--- src/rtl/cpu_pkg.sv ---
// Shared encodings for the multi-cycle CPU control path: opcodes, FSM states
// and the datapath mux/ALU select codes.
package cpu_pkg;

  localparam logic [5:0] OP_R   = 6'b000000;
  localparam logic [5:0] OP_LW  = 6'b100011;
  localparam logic [5:0] OP_SW  = 6'b101011;
  localparam logic [5:0] OP_BEQ = 6'b000100;
  localparam logic [5:0] OP_J   = 6'b000010;

  typedef enum logic [3:0] {
    S_FETCH  = 4'd0,
    S_DECODE = 4'd1,
    S_MEMADR = 4'd2,
    S_MEMRD  = 4'd3,
    S_MEMWB  = 4'd4,
    S_MEMWR  = 4'd5,
    S_EXEC   = 4'd6,
    S_ALUWB  = 4'd7,
    S_BRANCH = 4'd8,
    S_JUMP   = 4'd9
  } state_e;

  localparam logic [1:0] ALUOP_ADD   = 2'b00;
  localparam logic [1:0] ALUOP_SUB   = 2'b01;
  localparam logic [1:0] ALUOP_FUNCT = 2'b10;

  localparam logic [1:0] SRCB_B     = 2'b00;
  localparam logic [1:0] SRCB_4     = 2'b01;
  localparam logic [1:0] SRCB_IMM   = 2'b10;
  localparam logic [1:0] SRCB_IMMSH = 2'b11;

  localparam logic [1:0] PCSRC_ALU    = 2'b00;
  localparam logic [1:0] PCSRC_ALUOUT = 2'b01;
  localparam logic [1:0] PCSRC_JUMP   = 2'b10;

endpackage

--- src/rtl/mc_op_decode.sv ---
// Combinational opcode classifier: exactly one of the outputs is high for any op.
module mc_op_decode
  import cpu_pkg::*;
(
  input  logic [5:0] op,
  output logic       is_r,
  output logic       is_lw,
  output logic       is_sw,
  output logic       is_beq,
  output logic       is_j,
  output logic       is_illegal
);

  // Opcode match to one-hot class
  always_comb begin
    is_r       = 1'b0;
    is_lw      = 1'b0;
    is_sw      = 1'b0;
    is_beq     = 1'b0;
    is_j       = 1'b0;
    is_illegal = 1'b0;
    case (op)
      OP_R:    is_r       = 1'b1;
      OP_LW:   is_lw      = 1'b1;
      OP_SW:   is_sw      = 1'b1;
      OP_BEQ:  is_beq     = 1'b1;
      OP_J:    is_j       = 1'b1;
      default: is_illegal = 1'b1;
    endcase
  end

endmodule

--- src/rtl/multi_cycle_controller.sv ---
// Multi-cycle CPU control FSM: sequences one shared memory port and ALU through
// fetch/decode/execute/memory/writeback, and reports retirement and illegal ops.
module multi_cycle_controller
  import cpu_pkg::*;
#(
  parameter int CNT_W   = 32,
  parameter int STATE_W = 4
) (
  input  logic               clk,
  input  logic               rst_n,
  input  logic [5:0]         op,
  input  logic               mem_ready,
  output logic               PCWrite,
  output logic               PCWriteCond,
  output logic               IorD,
  output logic               MemRead,
  output logic               MemWrite,
  output logic               MemtoReg,
  output logic               IRWrite,
  output logic [1:0]         PCSource,
  output logic [1:0]         ALUOp,
  output logic               ALUSrcA,
  output logic [1:0]         ALUSrcB,
  output logic               RegWrite,
  output logic               RegDst,
  output logic [STATE_W-1:0] state,
  output logic               retire,
  output logic               illegal_op,
  output logic [CNT_W-1:0]   instr_count
);

  state_e           state_q, state_d;
  logic [CNT_W-1:0] instr_count_q, instr_count_d;
  logic             is_r_s, is_lw_s, is_sw_s, is_beq_s, is_j_s, is_illegal_s;

  mc_op_decode u_op_decode (
    .op         (op),
    .is_r       (is_r_s),
    .is_lw      (is_lw_s),
    .is_sw      (is_sw_s),
    .is_beq     (is_beq_s),
    .is_j       (is_j_s),
    .is_illegal (is_illegal_s)
  );

  // State and retire counter registers
  always_ff @(posedge clk or negedge rst_n) begin
    if (!rst_n) begin
      state_q       <= S_FETCH;
      instr_count_q <= '0;
    end else begin
      state_q       <= state_d;
      instr_count_q <= instr_count_d;
    end
  end

  // Next state and control outputs; reset gating here makes outputs drop immediately
  always_comb begin
    state_d     = state_q;
    PCWrite     = 1'b0;
    PCWriteCond = 1'b0;
    IorD        = 1'b0;
    MemRead     = 1'b0;
    MemWrite    = 1'b0;
    MemtoReg    = 1'b0;
    IRWrite     = 1'b0;
    PCSource    = PCSRC_ALU;
    ALUOp       = ALUOP_ADD;
    ALUSrcA     = 1'b0;
    ALUSrcB     = SRCB_B;
    RegWrite    = 1'b0;
    RegDst      = 1'b0;
    retire      = 1'b0;
    illegal_op  = 1'b0;
    if (!rst_n) begin
      state_d = S_FETCH;
    end else begin
      case (state_q)
        S_FETCH: begin
          MemRead = 1'b1;
          ALUSrcB = SRCB_4;
          IRWrite = mem_ready;
          PCWrite = mem_ready;
          state_d = mem_ready ? S_DECODE : S_FETCH;
        end
        S_DECODE: begin
          ALUSrcB = SRCB_IMMSH;
          if (is_lw_s || is_sw_s) begin
            state_d = S_MEMADR;
          end else if (is_r_s) begin
            state_d = S_EXEC;
          end else if (is_beq_s) begin
            state_d = S_BRANCH;
          end else if (is_j_s) begin
            state_d = S_JUMP;
          end else begin
            illegal_op = is_illegal_s;
            state_d    = S_FETCH;
          end
        end
        S_MEMADR: begin
          ALUSrcA = 1'b1;
          ALUSrcB = SRCB_IMM;
          // IR is stable here, so only LW/SW can reach this state
          if (is_lw_s) begin
            state_d = S_MEMRD;
          end else if (is_sw_s) begin
            state_d = S_MEMWR;
          end else begin
            state_d = S_FETCH;
          end
        end
        S_MEMRD: begin
          MemRead = 1'b1;
          IorD    = 1'b1;
          state_d = mem_ready ? S_MEMWB : S_MEMRD;
        end
        S_MEMWB: begin
          RegWrite = 1'b1;
          MemtoReg = 1'b1;
          retire   = 1'b1;
          state_d  = S_FETCH;
        end
        S_MEMWR: begin
          MemWrite = 1'b1;
          IorD     = 1'b1;
          retire   = mem_ready;
          state_d  = mem_ready ? S_FETCH : S_MEMWR;
        end
        S_EXEC: begin
          ALUSrcA = 1'b1;
          ALUOp   = ALUOP_FUNCT;
          state_d = S_ALUWB;
        end
        S_ALUWB: begin
          RegWrite = 1'b1;
          RegDst   = 1'b1;
          retire   = 1'b1;
          state_d  = S_FETCH;
        end
        S_BRANCH: begin
          ALUSrcA     = 1'b1;
          ALUOp       = ALUOP_SUB;
          PCWriteCond = 1'b1;
          PCSource    = PCSRC_ALUOUT;
          retire      = 1'b1;
          state_d     = S_FETCH;
        end
        S_JUMP: begin
          PCWrite  = 1'b1;
          PCSource = PCSRC_JUMP;
          retire   = 1'b1;
          state_d  = S_FETCH;
        end
        default: state_d = S_FETCH;
      endcase
    end
  end

  // Retire counter wraps silently modulo 2^CNT_W
  always_comb begin
    if (retire) begin
      instr_count_d = instr_count_q + {{(CNT_W-1){1'b0}}, 1'b1};
    end else begin
      instr_count_d = instr_count_q;
    end
  end

  assign state       = STATE_W'(state_q);
  assign instr_count = instr_count_q;

endmodule

--- config.mk ---
export PLATFORM = sky130hd
export DESIGN_NAME = multi_cycle_controller
export DESIGN_NICKNAME = d
export VERILOG_FILES = /design/src/rtl/cpu_pkg.sv /design/src/rtl/mc_op_decode.sv /design/src/rtl/multi_cycle_controller.sv
export SDC_FILE = /design/constraint.sdc
export NUM_CORES = 1
export LEC_CHECK = 0
export ABC_AREA = 1
export BUFFER_PORTS_ARGS = -buffer_cell sky130_fd_sc_hd__buf_2
export CORE_MARGIN = 2
export CORE_UTILIZATION = 45
export CTS_CLUSTER_SIZE = 28
export DETAILED_ROUTE_END_ITERATION = 8
export GPL_TIMING_DRIVEN = 0
export HOLD_SLACK_MARGIN = 0.15
export PLACE_DENSITY = 0.72
export SETUP_SLACK_MARGIN = 0.4
export SYNTH_ARGS = -nofsm -noshare
export SYNTH_HDL_FRONTEND = slang
export SYNTH_SLANG_ARGS = --single-unit
--- constraint.sdc ---
create_clock -name clk -period 1.9 [get_ports clk]
set_input_delay 0.19 -clock clk [delete_from_list [all_inputs] [get_ports clk]]
set_output_delay 0.19 -clock clk [all_outputs]
set_load 0.1 [all_outputs]
# Yosys cells after proc, flatten, opt, wreduce, memory -nomap -nowiden
# Index checks and enable logic that the tools add are counted.
# totals
output_inout_bits	54
ff_bits	36
input_bits	9
# op_classes
addsub	1
n_eq_ne	13
n_reduce_logical	9
n_mux	51
# ops
operator	count
$mux W1	33
$add A32 B1 Y32 const B	1
$pmux W4 S6	1
$mux W4	5
$eq A4 B3 Y1 const B	4
$eq A6 B6 Y1 const B	2
$mux W3	4
$eq A4 B2 Y1 const B	2
$eq A4 B4 Y1 const B	2
$pmux W2 S2	2
$eq A6 B2 Y1 const B	1
$eq A6 B3 Y1 const B	1
$logic_not A6 Y1	1
$mux W2	3
$pmux W2 S3	1
$reduce_or A2 Y1	3
$reduce_or A5 Y1	1
$eq A4 B1 Y1 const B	1
$logic_not A4 Y1	1
$pmux W1 S2	2
$reduce_or A4 Y1	1
$reduce_or A3 Y1	1
$logic_or A1 B1 Y1	1

# Depth between registers and ports, before layout
# Gate-level depths: netlist of run 1.
# depth
ltp_word	9
ltp_mapped	10

# Hierarchy
# From an unflattened synthesis of run 1, not the netlist that was laid out.
# hier_totals
cells_unflattened	389
area_unflattened_um2	2662.6
# by_module_without_submodules
module	seq_area_each_um2	n_inst	area_per_inst_um2	cells_per_inst
multi_cycle_controller	900.9	1	2538.7	363
mc_op_decode	0.0	1	123.9	26

# Worst setup path after synthesis of run 1
# Ideal clock, no wire load.
# synth_timing
path_kind	register -> output
start	reg state_q[3] (netlist: state[3])
end	out illegal_op
path_buffers	0
path_stages_with_launch	8
slack_ns	-2.353
required_time_ns	1.710
arrival_time_ns	4.063
path_cell_list	dfrtp_1 -> inv_1 -> nand2_1 -> nor2_1 -> inv_1 -> nor2_1 -> nand4_1 -> nor2_1
# synth_via
elab_chain_len	3
# synth_lines
element	line_no	text
from (decl)	multi_cycle_controller.sv:32	state_e state_q, state_d;
from (signal assigned)	multi_cycle_controller.sv:52	state_q <= state_d;
$eq A4 B1 Y1	multi_cycle_controller.sv:78	case (state_q)
$mux W1	multi_cycle_controller.sv:78	
$mux W1	multi_cycle_controller.sv:75	if (!rst_n) begin
to (decl)	multi_cycle_controller.sv:28	output logic illegal_op,
# No other way between the ends.

# Worst setup path in the final report of run 1
# layout_timing
start	reg state_q[1] (netlist: state[1])
end	out ALUOp[0]
# layout_via
elab_chain_len	3
elab_cells_between_ends	4
cone_classes	eq/ne: 2; mux: 2
# layout_lines
element	line_no	text
$eq A4 B4 Y1 or $eq A4 B3 Y1 (tied branches)	multi_cycle_controller.sv:78	
$pmux W2 S2 *	multi_cycle_controller.sv:78	
$mux W2 *	multi_cycle_controller.sv:75	
to (decl)	multi_cycle_controller.sv:21	output logic [1:0] ALUOp,
# Mark *: on every way between the ends. The rest lies on a longest branch, timed or not.

==> key figures, run 1 <==
Outcome
  • Outcome: finished with violations
  • Violated checks: setup timing

Floorplanning
  • Overall die area: 6070 um2
  • Vert. Die Dim: 77.9 um
  • Ports placed on the boundary: 63
  • Number of core rows: 26
  • Placeable core region: 5200 um2
  • Starting density of the core: 47.3%
  • Die span in x: 77.9 um

Placement
  • GPL Wtd Cong: 0.893
  • Number of input and output port buffers inserted: 62
  • Pre-CTS WS: -0.864 ns
  • Instance area after placement: 3210 um2
  • Final HPWL DP: 5.01 mm

Route
  • DR WL/cell: 18.7 um
  • First-pass iteration count of the detailed router: 7
  • Antenna Nets Post-Route: 0
  • Post-route met1 wirelength: 3.77 mm
  • Number of vias per cell: 5.70
  • Met2 WL post-DR: 5.30 mm
  • Highest routing layer actually used: met4
  • Length of routed met3 wiring: 888 um
  • Count of unresolved DRC violations after routing: 0
  • Total via count in the routed design: 3235
  • Aggregate routed wire length: 10.6 mm
  • Iteration-0 DRC Markers: 358

Critical path
  • Worst r2r path cells: 8
  • CP max stage delay: 0.53 ns
  • Nature of the critical path startpoint: flop
  • Setup crit start: state[1]
  • Peak fanout along the critical path: 5
  • Dominant delay contributor by cell family on the critical path: buffers and inverters
  • Worst Path Buf+Inv: 4
  • Critical Path, Cell by Cell: inv_4 -> nand4_1 -> buf_6 -> nor2_4 -> buf_12 -> buf_12
  • Number of stages on the worst setup path: 6
  • Reg-to-Reg Start: instr_count[0]
  • Critical path required time: 1.71 ns
  • CP most frequent cell: sky130_fd_sc_hd__buf_12
  • Worst Setup End Kind: output pin
  • CP Data Arrival Time: 1.73 ns
  • Type of the setup path with the least slack: flop to output pin
  • Library cell contributing the largest single delay on the critical path: sky130_fd_sc_hd__dfrtp_4
  • Endpoint of the worst setup timing path: ALUOp[0]
  • Worst R2R Setup Slack: 0.03 ns
  • Worst flop-to-flop path endpoint: instr_count[16]

Timing
  • Setup WS post-layout: -0.0207 ns
  • Min Tclk post-route: 1.92 ns
  • Final worst path period share: 101%
  • Hold Fails Final Rpt: 0
  • Peak clock frequency supported by timing: 521 MHz
  • Number of pins with negative max-slew slack in the final report: 0
  • RSZ-0062 raised after global routing: yes
  • Worst slew margin relative to its limit: 66.5%
  • Finish-stage setup viols: 3
  • Pin slew with the least headroom to its limit: 0.507 ns
  • Clock skew: 0.0111 ns

Hold path
  • Hold Path Stages: 3
  • Worst Hold Class: input pin to flop

Synthesis
  • Total standard cell area after synthesis: 2460 um2
  • Portion of the post-synthesis area used by sequential elements: 36.6%
  • Gate count after technology mapping: 381
  • Mean Syn Cell Area: 6.46 um2
  • Cell taking the most area after synthesis: sky130_fd_sc_hd__dfrtp_1
  • Main area contributors after synthesis: sky130_fd_sc_hd__dfrtp_1 (37%), sky130_fd_sc_hd__nand2_1 (21%), sky130_fd_sc_hd__nor2_1 (12%)
  • Net count after synthesis: 391
  • Ys Warns: 0
  • Number of storage elements in the synthesis netlist: 36
  • Proportion of netlist area held by the largest area contributor: 36.6%
  • Synth cell types: 26

GRT
  • First-pass GRT wire length: 14.1 mm
  • Maximum number of pins on one net before global-route repair: 37
  • GRT overflow: 0
  • Global-route usage over all layers: 29.6%
  • Number of global-route vias before repair: 2927
  • Antenna violations before repair: 0

Layout
  • Number of inserted filler cells in the final layout: 265
  • # diodes: 0
  • P&R area growth vs syn: 80.7%
  • Final Cell Area: 4450 um2
  • Number of nets at the end of the flow: 507
  • Ratio of cells with drive above 1 in the final layout: 49.4%

Clock network
  • TritonCTS Buffers: 5
  • Clock input transition at the sequential cells of the worst setup and hold paths: 0.08 ns
  • CTS HTree Levels: 2
  • Sinks on Clock Net: 36
  • CTS tree: built
  • Number of buffers on the longest clock path: 2
  • Clock root buffer master: sky130_fd_sc_hd__clkbuf_8
  • Clock latency of the later-clocked register in the worst-skew pair: 0.29 ns

Power and ir drop
  • Worst VDD drop: 0.293 mV
  • Static Leak: 2.17 nW
  • Ratio of total power to cell area: 382 nW/um2

Job
  • Reported max-cap violation count: 0
[cells in the final DEF (no fill, tap or decap), types with 16 or more instances in the layout]
master / count
sky130_fd_sc_hd__buf_4: 21
sky130_fd_sc_hd__nand3_1: 17
sky130_fd_sc_hd__dfrtp_2: 22
sky130_fd_sc_hd__buf_2: 42
sky130_fd_sc_hd__nor2_1: 52
sky130_fd_sc_hd__nand2_1: 115
sky130_fd_sc_hd__nand2_4: 18
sky130_fd_sc_hd__nand3_2: 16
sky130_fd_sc_hd__buf_6: 19
sky130_fd_sc_hd__inv_1: 29
sky130_fd_sc_hd__nor2_4: 21
sky130_fd_sc_hd__buf_12: 26
[final cells by class]
type | instances | area, um2 | area share (%)
clock buffer | 7 | 76.3 | 1.72
timing repair buffer | 109 | 1120 | 25.2
clock inverter | 1 | 5.00 | 0.113
sequential | 36 | 943 | 21.2
multi-input combinational | 300 | 1900 | 42.6
tap | 70 | 87.6 | 1.97
buffer | 8 | 150 | 3.38
inverter | 37 | 165 | 3.72
[worst min-delay path: cells and delay by family]
kind,cells,cell delay [ns]
AND/OR/NAND/NOR,1,0.15
buffers and inverters,1,0.11
AO/OA/AOI/OAI,1,0.08
[power breakdown]
group          leakage, nW  internal (mW)  switching (mW)  total [mW]
combinational         1.68          0.106           0.238       0.344
clock               0.0422          0.258           0.302       0.561
sequential           0.447          0.777          0.0171       0.795
total                 2.17           1.14           0.557        1.70
[registers in the layout, summed over array words and instances, names as in the netlist]
| name | flops |
|---|---|
| state | 4 |
| instr_count | 32 |
[Yosys cell counts]
master                     instances
sky130_fd_sc_hd__a21oi_1           4
sky130_fd_sc_hd__and2_1            2
sky130_fd_sc_hd__buf_2             2
sky130_fd_sc_hd__buf_4             4
sky130_fd_sc_hd__buf_6             2
sky130_fd_sc_hd__dfrtp_1          36
sky130_fd_sc_hd__ha_1              1
sky130_fd_sc_hd__inv_1            34
sky130_fd_sc_hd__inv_2             3
sky130_fd_sc_hd__nand2_1         138
sky130_fd_sc_hd__nand2_2           1
sky130_fd_sc_hd__nand2_4           1
sky130_fd_sc_hd__nand3_1          34
sky130_fd_sc_hd__nand3_4           1
sky130_fd_sc_hd__nand3b_1          1
sky130_fd_sc_hd__nand4_1          10
sky130_fd_sc_hd__nor2_1           79
sky130_fd_sc_hd__nor2_2            3
sky130_fd_sc_hd__nor2_4            1
sky130_fd_sc_hd__nor3_1            2
sky130_fd_sc_hd__o21ai_0           1
sky130_fd_sc_hd__o21ai_1           1
sky130_fd_sc_hd__o22ai_1           1
sky130_fd_sc_hd__o32ai_1           1
sky130_fd_sc_hd__xnor2_1          10
sky130_fd_sc_hd__xor2_1            8
[per-layer routing]
| metal | vias up | global-route usage (%) |
|---|---|---|
| met5 | - | 0 |
| met4 | 0 | 13.7 |
| met3 | 73 | 4.88 |
| met2 | 252 | 50.3 |
| met1 | 1490 | 36.8 |
| li1 | 1420 | - |
[per-stage QoR]
stage / power [mW] / utilization [%] / TNS, ns / std cells / hold WS (ns)
detailed placement: 1.05 / 61.8 / -26.01 / 513 / 0.347
CTS: 1.65 / 77.1 / 0 / 554 / 0.223
global placement: 1.05 / 61.8 / -24.75 / 513 / 0.345
global route: 1.75 / 85.4 / -0.332 / 568 / 0.266
floorplan: 0.992 / - / -3.29 / 381 / -0.106
finish: 1.70 / 85.4 / -0.0552 / 568 / 0.263
[repair_timing]
item,CTS,global route
endpoints found under the hold margin,36,0
setup endpoints to repair,51,56
gates cloned,3,1
pin swaps,16,24
gates resized for setup,105,68
setup buffers,28,13
hold buffers,2,0
[how the worst min path moves through the flow]
stage | from | to | slack, ns
detailed placement | rst_n | instr_count[3] | 0.35
global route | op[2] | state[3] | 0.27
floorplan | rst_n | instr_count[0] | -0.11
finish | op[2] | state[3] | 0.26
CTS | op[2] | state[3] | 0.22
global placement | rst_n | instr_count[3] | 0.35
[cells by family (layout without fill, tap and decap cells)]
kind of cell               after synthesis  count (layout)  synth area share [%]
buffers and inverters                   45             162                  8.19
xor gates and xnor gates                18              18                  6.41
adders and majority gates                1               1                 0.509
DFF                                     36              36                  36.6
AOI/OAI and AO/OA                        8               8                  1.83
and+or+nand+nor                        273             273                  46.4
Power figures use the tool's default switching activity.
==> inputs of run 2 (changes only) <==
--- a/config.mk
+++ b/config.mk
@@ -5,7 +5,6 @@
 export SDC_FILE = /design/constraint.sdc
 export NUM_CORES = 1
 export LEC_CHECK = 0
-export ABC_AREA = 1
 export BUFFER_PORTS_ARGS = -buffer_cell sky130_fd_sc_hd__buf_2
 export CORE_MARGIN = 2
 export CORE_UTILIZATION = 45
@@ -13,7 +12,7 @@
 export DETAILED_ROUTE_END_ITERATION = 8
 export GPL_TIMING_DRIVEN = 0
 export HOLD_SLACK_MARGIN = 0.15
-export PLACE_DENSITY = 0.72
+export PLACE_DENSITY = 0.74
 export SETUP_SLACK_MARGIN = 0.4
 export SYNTH_ARGS = -nofsm -noshare
 export SYNTH_HDL_FRONTEND = slang
==> run 2 against run 1 <==
Compared with the run above: the run ends with hold timing, setup timing left; via count decreased by 37%; non-clock buffer count decreased by 13; sequential share of layout area increased by 5.2 points; flip-flop and latch count unchanged; clock power increased by 20%; register-to-register slack got worse by 0.09 ns; first-iteration DRC count decreased by 50%; final cell count decreased by 39%; maximum frequency decreased by 5.7%; largest cell class unchanged; clock skew decreased by 0.0034 ns.
==> key figures, run 2 <==
Placement
  • Instance area after placement: 2620 um2
  • Final HPWL DP: 3.19 mm
  • Number of instances in the placed design: 304
  • Pre-CTS WS: -0.894 ns
  • Number of input and output port buffers inserted: 62
  • GPL Wtd Cong: 0.765

Synthesis
  • Number of storage elements in the synthesis netlist: 36
  • Mean Syn Cell Area: 10.1 um2
  • Most common library cells after synthesis: sky130_fd_sc_hd__dfrtp_1 (36), sky130_fd_sc_hd__xnor2_1 (29), sky130_fd_sc_hd__nand2_1 (19)
  • Synth cell types: 38
  • Async SR Flop Fraction: 100%
  • Total standard cell area after synthesis: 1950 um2
  • Cell taking the most area after synthesis: sky130_fd_sc_hd__dfrtp_1
  • Proportion of netlist area held by the largest area contributor: 46.3%
  • Most frequent cell after synthesis: sky130_fd_sc_hd__dfrtp_1
  • Gate count after technology mapping: 192
  • Net count after synthesis: 202
  • Main area contributors after synthesis: sky130_fd_sc_hd__dfrtp_1 (46%), sky130_fd_sc_hd__xnor2_1 (13%), sky130_fd_sc_hd__nand4_1 (4.8%)
  • Count of flip-flops with a built-in enable after synthesis: 0
  • Portion of the post-synthesis area used by sequential elements: 46.3%
  • Main synth FF type: sky130_fd_sc_hd__dfrtp_1
  • Ys Warns: 0

Critical path
  • Type of the setup path with the least slack: flop to output pin
  • Nature of the critical path startpoint: flop
  • Critical path required time: 1.71 ns
  • Library cell contributing the largest single delay on the critical path: sky130_fd_sc_hd__dfrtp_4
  • Peak fanout along the critical path: 4
  • Worst Setup End Kind: output pin
  • Worst flop-to-flop path endpoint: instr_count[5]
  • CP Data Arrival Time: 1.85 ns
  • Reg-to-Reg Start: state[3]
  • Dominant delay contributor by cell family on the critical path: flip-flops
  • CP max stage delay: 0.50 ns
  • Worst Path Buf+Inv: 2
  • CP most frequent cell: sky130_fd_sc_hd__nor2_4
  • Critical Path, Cell by Cell: buf_4 -> nor2_4 -> nand2_4 -> a211o_1 -> nor2_4 -> buf_12
  • Worst r2r path cells: 8
  • Worst R2R Setup Slack: -0.06 ns

Clock network
  • Clock latency of the later-clocked register in the worst-skew pair: 0.29 ns
  • CTS tree: built
  • Clock input transition at the sequential cells of the worst setup and hold paths: 0.07 ns
  • CTS HTree Levels: 2
  • Sinks on Clock Net: 36
  • Number of buffers on the longest clock path: 2
  • # hold bufs at CTS: 1
  • Clock root buffer master: sky130_fd_sc_hd__clkbuf_8
  • TritonCTS Buffers: 5

Timing
  • RSZ-0062 raised after global routing: yes
  • Worst slew margin relative to its limit: 66.8%
  • Peak clock frequency supported by timing: 491 MHz
  • Clock skew: 0.00772 ns
  • Setup WS post-layout: -0.137 ns
  • Hold Fails Final Rpt: 36
  • Total negative slack for setup checks: -1.48 ns
  • Min Tclk post-route: 2.04 ns
  • Final worst path period share: 107%
  • Number of pins with negative max-slew slack in the final report: 0
  • Worst Hold Slack: -0.184 ns
  • Finish-stage setup viols: 28
  • Pin slew with the least headroom to its limit: 0.501 ns

GRT
  • Antenna violations before repair: 0
  • Number of global-route vias before repair: 1846
  • GRT overflow: 0
  • Global-route usage over all layers: 22.8%
  • First-pass GRT wire length: 8.88 mm
  • Maximum number of pins on one net before global-route repair: 45

Route
  • First-pass iteration count of the detailed router: 4
  • Total via count in the routed design: 2032
  • Count of unresolved DRC violations after routing: 0
  • Antenna Nets Post-Route: 0
  • Number of vias per cell: 5.84
  • Iteration-0 DRC Markers: 178
  • DR WL/cell: 20.2 um
  • Aggregate routed wire length: 7.01 mm

Layout
  • Most used cells in the layout excluding fill and tap cells: sky130_fd_sc_hd__buf_2 (40), sky130_fd_sc_hd__xnor2_1 (26), sky130_fd_sc_hd__buf_4 (24), sky130_fd_sc_hd__buf_12 (21)
  • Fin cells: 348
  • Ratio of cells with drive above 1 in the final layout: 64.4%
  • # diodes: 0
  • P&R area growth vs syn: 81.8%
  • Most common cell after layout, fill and taps aside: sky130_fd_sc_hd__buf_2
  • Final Cell Area: 3540 um2
  • Final standard cell utilization of the core: 86.6%
  • Number of nets at the end of the flow: 307
  • Max reg flops: 32

Outcome
  • Violated checks: hold timing, setup timing
  • Outcome: finished with violations

Floorplanning
  • Overall die area: 4870 um2
  • Starting density of the core: 47.6%
  • Number of core rows: 23
  • Ports placed on the boundary: 63
  • Placeable core region: 4090 um2
  • Vert. Die Dim: 69.8 um
  • Die span in x: 69.8 um

Hold path
  • Worst Hold Class: input pin to async pin

Job
  • Reported max-cap violation count: 0

Power and ir drop
  • Overall power of the completed layout: 1.80 mW
  • Ratio of total power to cell area: 508 nW/um2
  • Worst VDD drop: 0.491 mV
  • Static Leak: 1.52 nW
run 2: cell types whose count changed in the layout (fill, tap and decap cells not counted), sizes merged, moves of 8 or more:
cell,change
nand3,-19
nor2,-69
buf,-13
and3,+8
xnor2,+19
nand2,-121
inv,-34
run 2: kinds of logic after synthesis:
logic type	count (synthesis)	synth area share, %
AOI/OAI and AO/OA	19	9.26
xor gates and xnor gates	32	14.4
adders and majority gates	1	0.643
buffers and inverters	8	1.93
DFF	36	46.3
muxes	1	0.578
and+or+nand+nor	95	26.9
run 2: worst register-to-register path: stages (launching register included):
cell and delay [ns]:
sky130_fd_sc_hd__dfrtp_4 0.50, sky130_fd_sc_hd__and2b_4 0.33, sky130_fd_sc_hd__nand3b_4 0.13, sky130_fd_sc_hd__buf_4 0.18
sky130_fd_sc_hd__buf_4 0.13, sky130_fd_sc_hd__a21oi_4 0.21, sky130_fd_sc_hd__buf_12 0.15, sky130_fd_sc_hd__nand3_2 0.09
sky130_fd_sc_hd__xnor2_1 0.14
run 2: worst max path at each step:
stage | from | to | slack (ns) | depth (start not counted)
after floorplan | state[2] | ALUOp[0] | -0.47 | 3
after global placement | rst_n | instr_count[29] | -0.92 | 5
after detailed placement | rst_n | instr_count[29] | -0.89 | 5
after CTS | state[2] | ALUOp[0] | -0.08 | 4
after global routing | state[3] | illegal_op | -0.20 | 6
final | state[3] | illegal_op | -0.14 | 6
run 2: cell type report:
| cell class | count | area (um2) |
|---|---|---|
| multi-input combinational | 148 | 1390 |
| timing repair buffer | 98 | 950 |
| sequential | 36 | 936 |
| fill | 197 | 547 |
| buffer | 6 | 78.8 |
| clock buffer | 5 | 68.8 |
| tap | 50 | 62.6 |
| clock inverter | 3 | 42.5 |
| inverter | 2 | 7.51 |
run 2: what timing repair did:
item,in CTS,in global routing
pin swaps,24,33
gates resized for setup,90,35
buffers inserted,20,13
cloned,1,1
hold endpoints to repair,37,36
endpoints found under the setup margin,53,54
run 2: power by group:
| part | total (mW) | internal, mW | leakage [nW] | switching [mW] |
|---|---|---|---|---|
| Clock | 0.674 | 0.388 | 0.0541 | 0.286 |
| Sequential | 0.786 | 0.775 | 0.466 | 0.0117 |
| Combinational | 0.337 | 0.112 | 1.00 | 0.225 |
run 2: metal layers:
metal | share of wire [%] | global-route usage (%) | up-vias
met5 | 0 | 0 | -
met4 | 4.6 | 8.97 | 0
met3 | 5.8 | 4.51 | 34
met2 | 51 | 40.5 | 123
met1 | 38 | 26.8 | 973
li1 | - | - | 902
==> inputs of run 3 (changes only) <==
--- a/config.mk
+++ b/config.mk
@@ -6,13 +6,15 @@
 export NUM_CORES = 1
 export LEC_CHECK = 0
 export BUFFER_PORTS_ARGS = -buffer_cell sky130_fd_sc_hd__buf_2
+export CELL_PAD_IN_SITES_DETAIL_PLACEMENT = 0
+export CELL_PAD_IN_SITES_GLOBAL_PLACEMENT = 1
 export CORE_MARGIN = 2
-export CORE_UTILIZATION = 45
+export CORE_UTILIZATION = 38
 export CTS_CLUSTER_SIZE = 28
 export DETAILED_ROUTE_END_ITERATION = 8
 export GPL_TIMING_DRIVEN = 0
 export HOLD_SLACK_MARGIN = 0.15
-export PLACE_DENSITY = 0.74
+export PLACE_DENSITY = 0.81
 export SETUP_SLACK_MARGIN = 0.4
 export SYNTH_ARGS = -nofsm -noshare
 export SYNTH_HDL_FRONTEND = slang
==> run 3 against run 2 <==
Compared with the run above: sequential power about the same; the run still ends with hold timing, setup timing left; sequential share of layout area is 0.92 points lower; largest power group unchanged; critical path type unchanged; highest routed layer unchanged; worst hold slack improved by 0.016 ns; utilization is 13 points lower; flip-flop and latch count did not move; via count down 4.4%.
==> key figures, run 3 (synthesis results as in run 2) <==
GRT
  • First-pass GRT wire length: 8.29 mm
  • Maximum number of pins on one net before global-route repair: 45
  • Number of global-route vias before repair: 1799
  • Global-route usage over all layers: 19.3%
  • GRT overflow: 0
  • Antenna violations before repair: 0

Timing
  • Final worst path period share: 104%
  • Setup WS post-layout: -0.0844 ns
  • Pin slew with the least headroom to its limit: 0.492 ns
  • Worst Hold Slack: -0.168 ns
  • Finish-stage setup viols: 16
  • Number of pins with negative max-slew slack in the final report: 0
  • Worst slew margin relative to its limit: 67.5%
  • Clock skew: 0.00639 ns
  • RSZ-0062 raised after global routing: yes
  • Hold Fails Final Rpt: 36
  • Peak clock frequency supported by timing: 504 MHz
  • Total negative slack for setup checks: -0.679 ns
  • Min Tclk post-route: 1.98 ns

Critical path
  • Type of the setup path with the least slack: flop to output pin
  • Critical path required time: 1.71 ns
  • Nature of the critical path startpoint: flop
  • Worst R2R Setup Slack: -0.08 ns
  • Peak fanout along the critical path: 4
  • CP Data Arrival Time: 1.79 ns
  • Worst flop-to-flop path endpoint: instr_count[29]
  • Worst r2r path cells: 6
  • Reg-to-Reg Start: state[3]
  • Worst Setup End Kind: output pin

Floorplanning
  • Number of core rows: 26
  • Die span in x: 75.6 um
  • Starting density of the core: 38.9%
  • Vert. Die Dim: 75.6 um
  • Placeable core region: 5010 um2
  • Ports placed on the boundary: 63
  • Overall die area: 5710 um2

Clock network
  • Sinks on Clock Net: 36
  • TritonCTS Buffers: 5
  • Number of buffers on the longest clock path: 2
  • CTS HTree Levels: 2
  • Clock latency of the later-clocked register in the worst-skew pair: 0.28 ns
  • Clock root buffer master: sky130_fd_sc_hd__clkbuf_8
  • # hold bufs at CTS: 1
  • CTS tree: built
  • Clock input transition at the sequential cells of the worst setup and hold paths: 0.07 ns

Layout
  • Area of all sequential standard cells: 936 um2
  • Final standard cell utilization of the core: 73.2%
  • Ratio of cells with drive above 1 in the final layout: 63.7%
  • Area of the multi-input gates: 1370 um2
  • # diodes: 0
  • Max reg flops: 32
  • Most used cells in the layout excluding fill and tap cells: sky130_fd_sc_hd__buf_2 (39), sky130_fd_sc_hd__xnor2_1 (27), sky130_fd_sc_hd__buf_4 (27), sky130_fd_sc_hd__buf_12 (21), sky130_fd_sc_hd__buf_6 (19)
  • Number of nets at the end of the flow: 320
  • Fin cells: 381
  • Final Cell Area: 3670 um2
  • P&R area growth vs syn: 88.4%
  • Number of inserted filler cells in the final layout: 344
  • Most common cell after layout, fill and taps aside: sky130_fd_sc_hd__buf_2

Placement
  • Instance area after placement: 2650 um2
  • Number of input and output port buffers inserted: 62
  • Final HPWL DP: 3.15 mm
  • Number of instances in the placed design: 324
  • GPL Wtd Cong: 0.770

Route
  • Count of unresolved DRC violations after routing: 0
  • Antenna Nets Post-Route: 0
  • Total via count in the routed design: 1943
  • DR WL/cell: 15.1 um
  • Number of vias per cell: 5.10
  • Iteration-0 DRC Markers: 124
  • First-pass iteration count of the detailed router: 4
  • Aggregate routed wire length: 5.74 mm

Outcome
  • Outcome: finished with violations
  • Violated checks: hold timing, setup timing

Power and ir drop
  • Worst VDD drop: 0.407 mV
  • Ratio of total power to cell area: 449 nW/um2
  • Static Leak: 1.60 nW

Hold path
  • Worst Hold Class: input pin to async pin

Job
  • Reported max-cap violation count: 0
[run 3: cell types whose count changed in the layout (fill, tap and decap cells not counted), moves of 2 or more]
| cell | delta |
|---|---|
| sky130_fd_sc_hd__nor2_2 | -2 |
| sky130_fd_sc_hd__nand2_4 | +2 |
| sky130_fd_sc_hd__nor2_4 | +2 |
| sky130_fd_sc_hd__buf_6 | +8 |
| sky130_fd_sc_hd__clkbuf_4 | +2 |
| sky130_fd_sc_hd__clkbuf_1 | +2 |
| sky130_fd_sc_hd__clkbuf_8 | +2 |
| sky130_fd_sc_hd__nand3_1 | +3 |
| sky130_fd_sc_hd__buf_4 | +3 |
| sky130_fd_sc_hd__nand3_2 | -2 |
[run 3: report_power, final]
part           switching, mW  internal (mW)
logic                  0.211          0.106
clock network          0.250          0.295
registers            0.00954          0.775
[run 3: metrics by stage]
stage	setup WS [ns]	power (mW)
detailed placement	-0.964	1.04
floorplan	-0.474	0.982
finish	-0.0844	1.65
CTS	-0.106	1.64
global placement	-0.963	1.04
global route	-0.147	1.72
[run 3: cell type report]
| class | count | share of cell area, % |
|---|---|---|
| multi-input combinational | 148 | 37.4 |
| timing repair buffer | 111 | 29.6 |
| sequential | 36 | 25.5 |
| clock buffer | 8 | 2.46 |
| buffer | 6 | 2.39 |
| tap | 70 | 2.39 |
| inverter | 2 | 0.205 |
[run 3: worst max-delay path by stage]
stage / start / endpoint / slack (ns) / cells past startpoint
final: state[3] / retire / -0.08 / 5
after global routing: state[3] / instr_count[28] / -0.15 / 6
after CTS: state[3] / instr_count[29] / -0.11 / 6
after detailed placement: rst_n / instr_count[29] / -0.96 / 5
after global placement: rst_n / instr_count[29] / -0.96 / 5
after floorplan: state[2] / ALUOp[0] / -0.47 / 3
[run 3: timing repair]
action	4_1_cts	5_1_grt
endpoints found under the hold margin	37	36
setup endpoints to repair	54	57
gates cloned	1	0
setup buffers	27	20
pin swaps	33	30
resized for setup	106	26
[run 3: critical path, stage by stage, from the launching register on]
cell	delay, ns
sky130_fd_sc_hd__dfrtp_4	0.50
sky130_fd_sc_hd__and2b_4	0.32
sky130_fd_sc_hd__nand3b_4	0.13
sky130_fd_sc_hd__buf_4	0.17
sky130_fd_sc_hd__a21boi_4	0.19
sky130_fd_sc_hd__buf_12	0.20
[run 3: per-layer routing]
| layer | vias up | routed length (um) | global-route usage (%) |
|---|---|---|---|
| met5 | - | 0 | 0 |
| li1 | 924 | - | - |
| met4 | 0 | 135 | 9.16 |
| met3 | 14 | 230 | 3.31 |
| met1 | 948 | 2240 | 23.6 |
| met2 | 57 | 3140 | 33.0 |
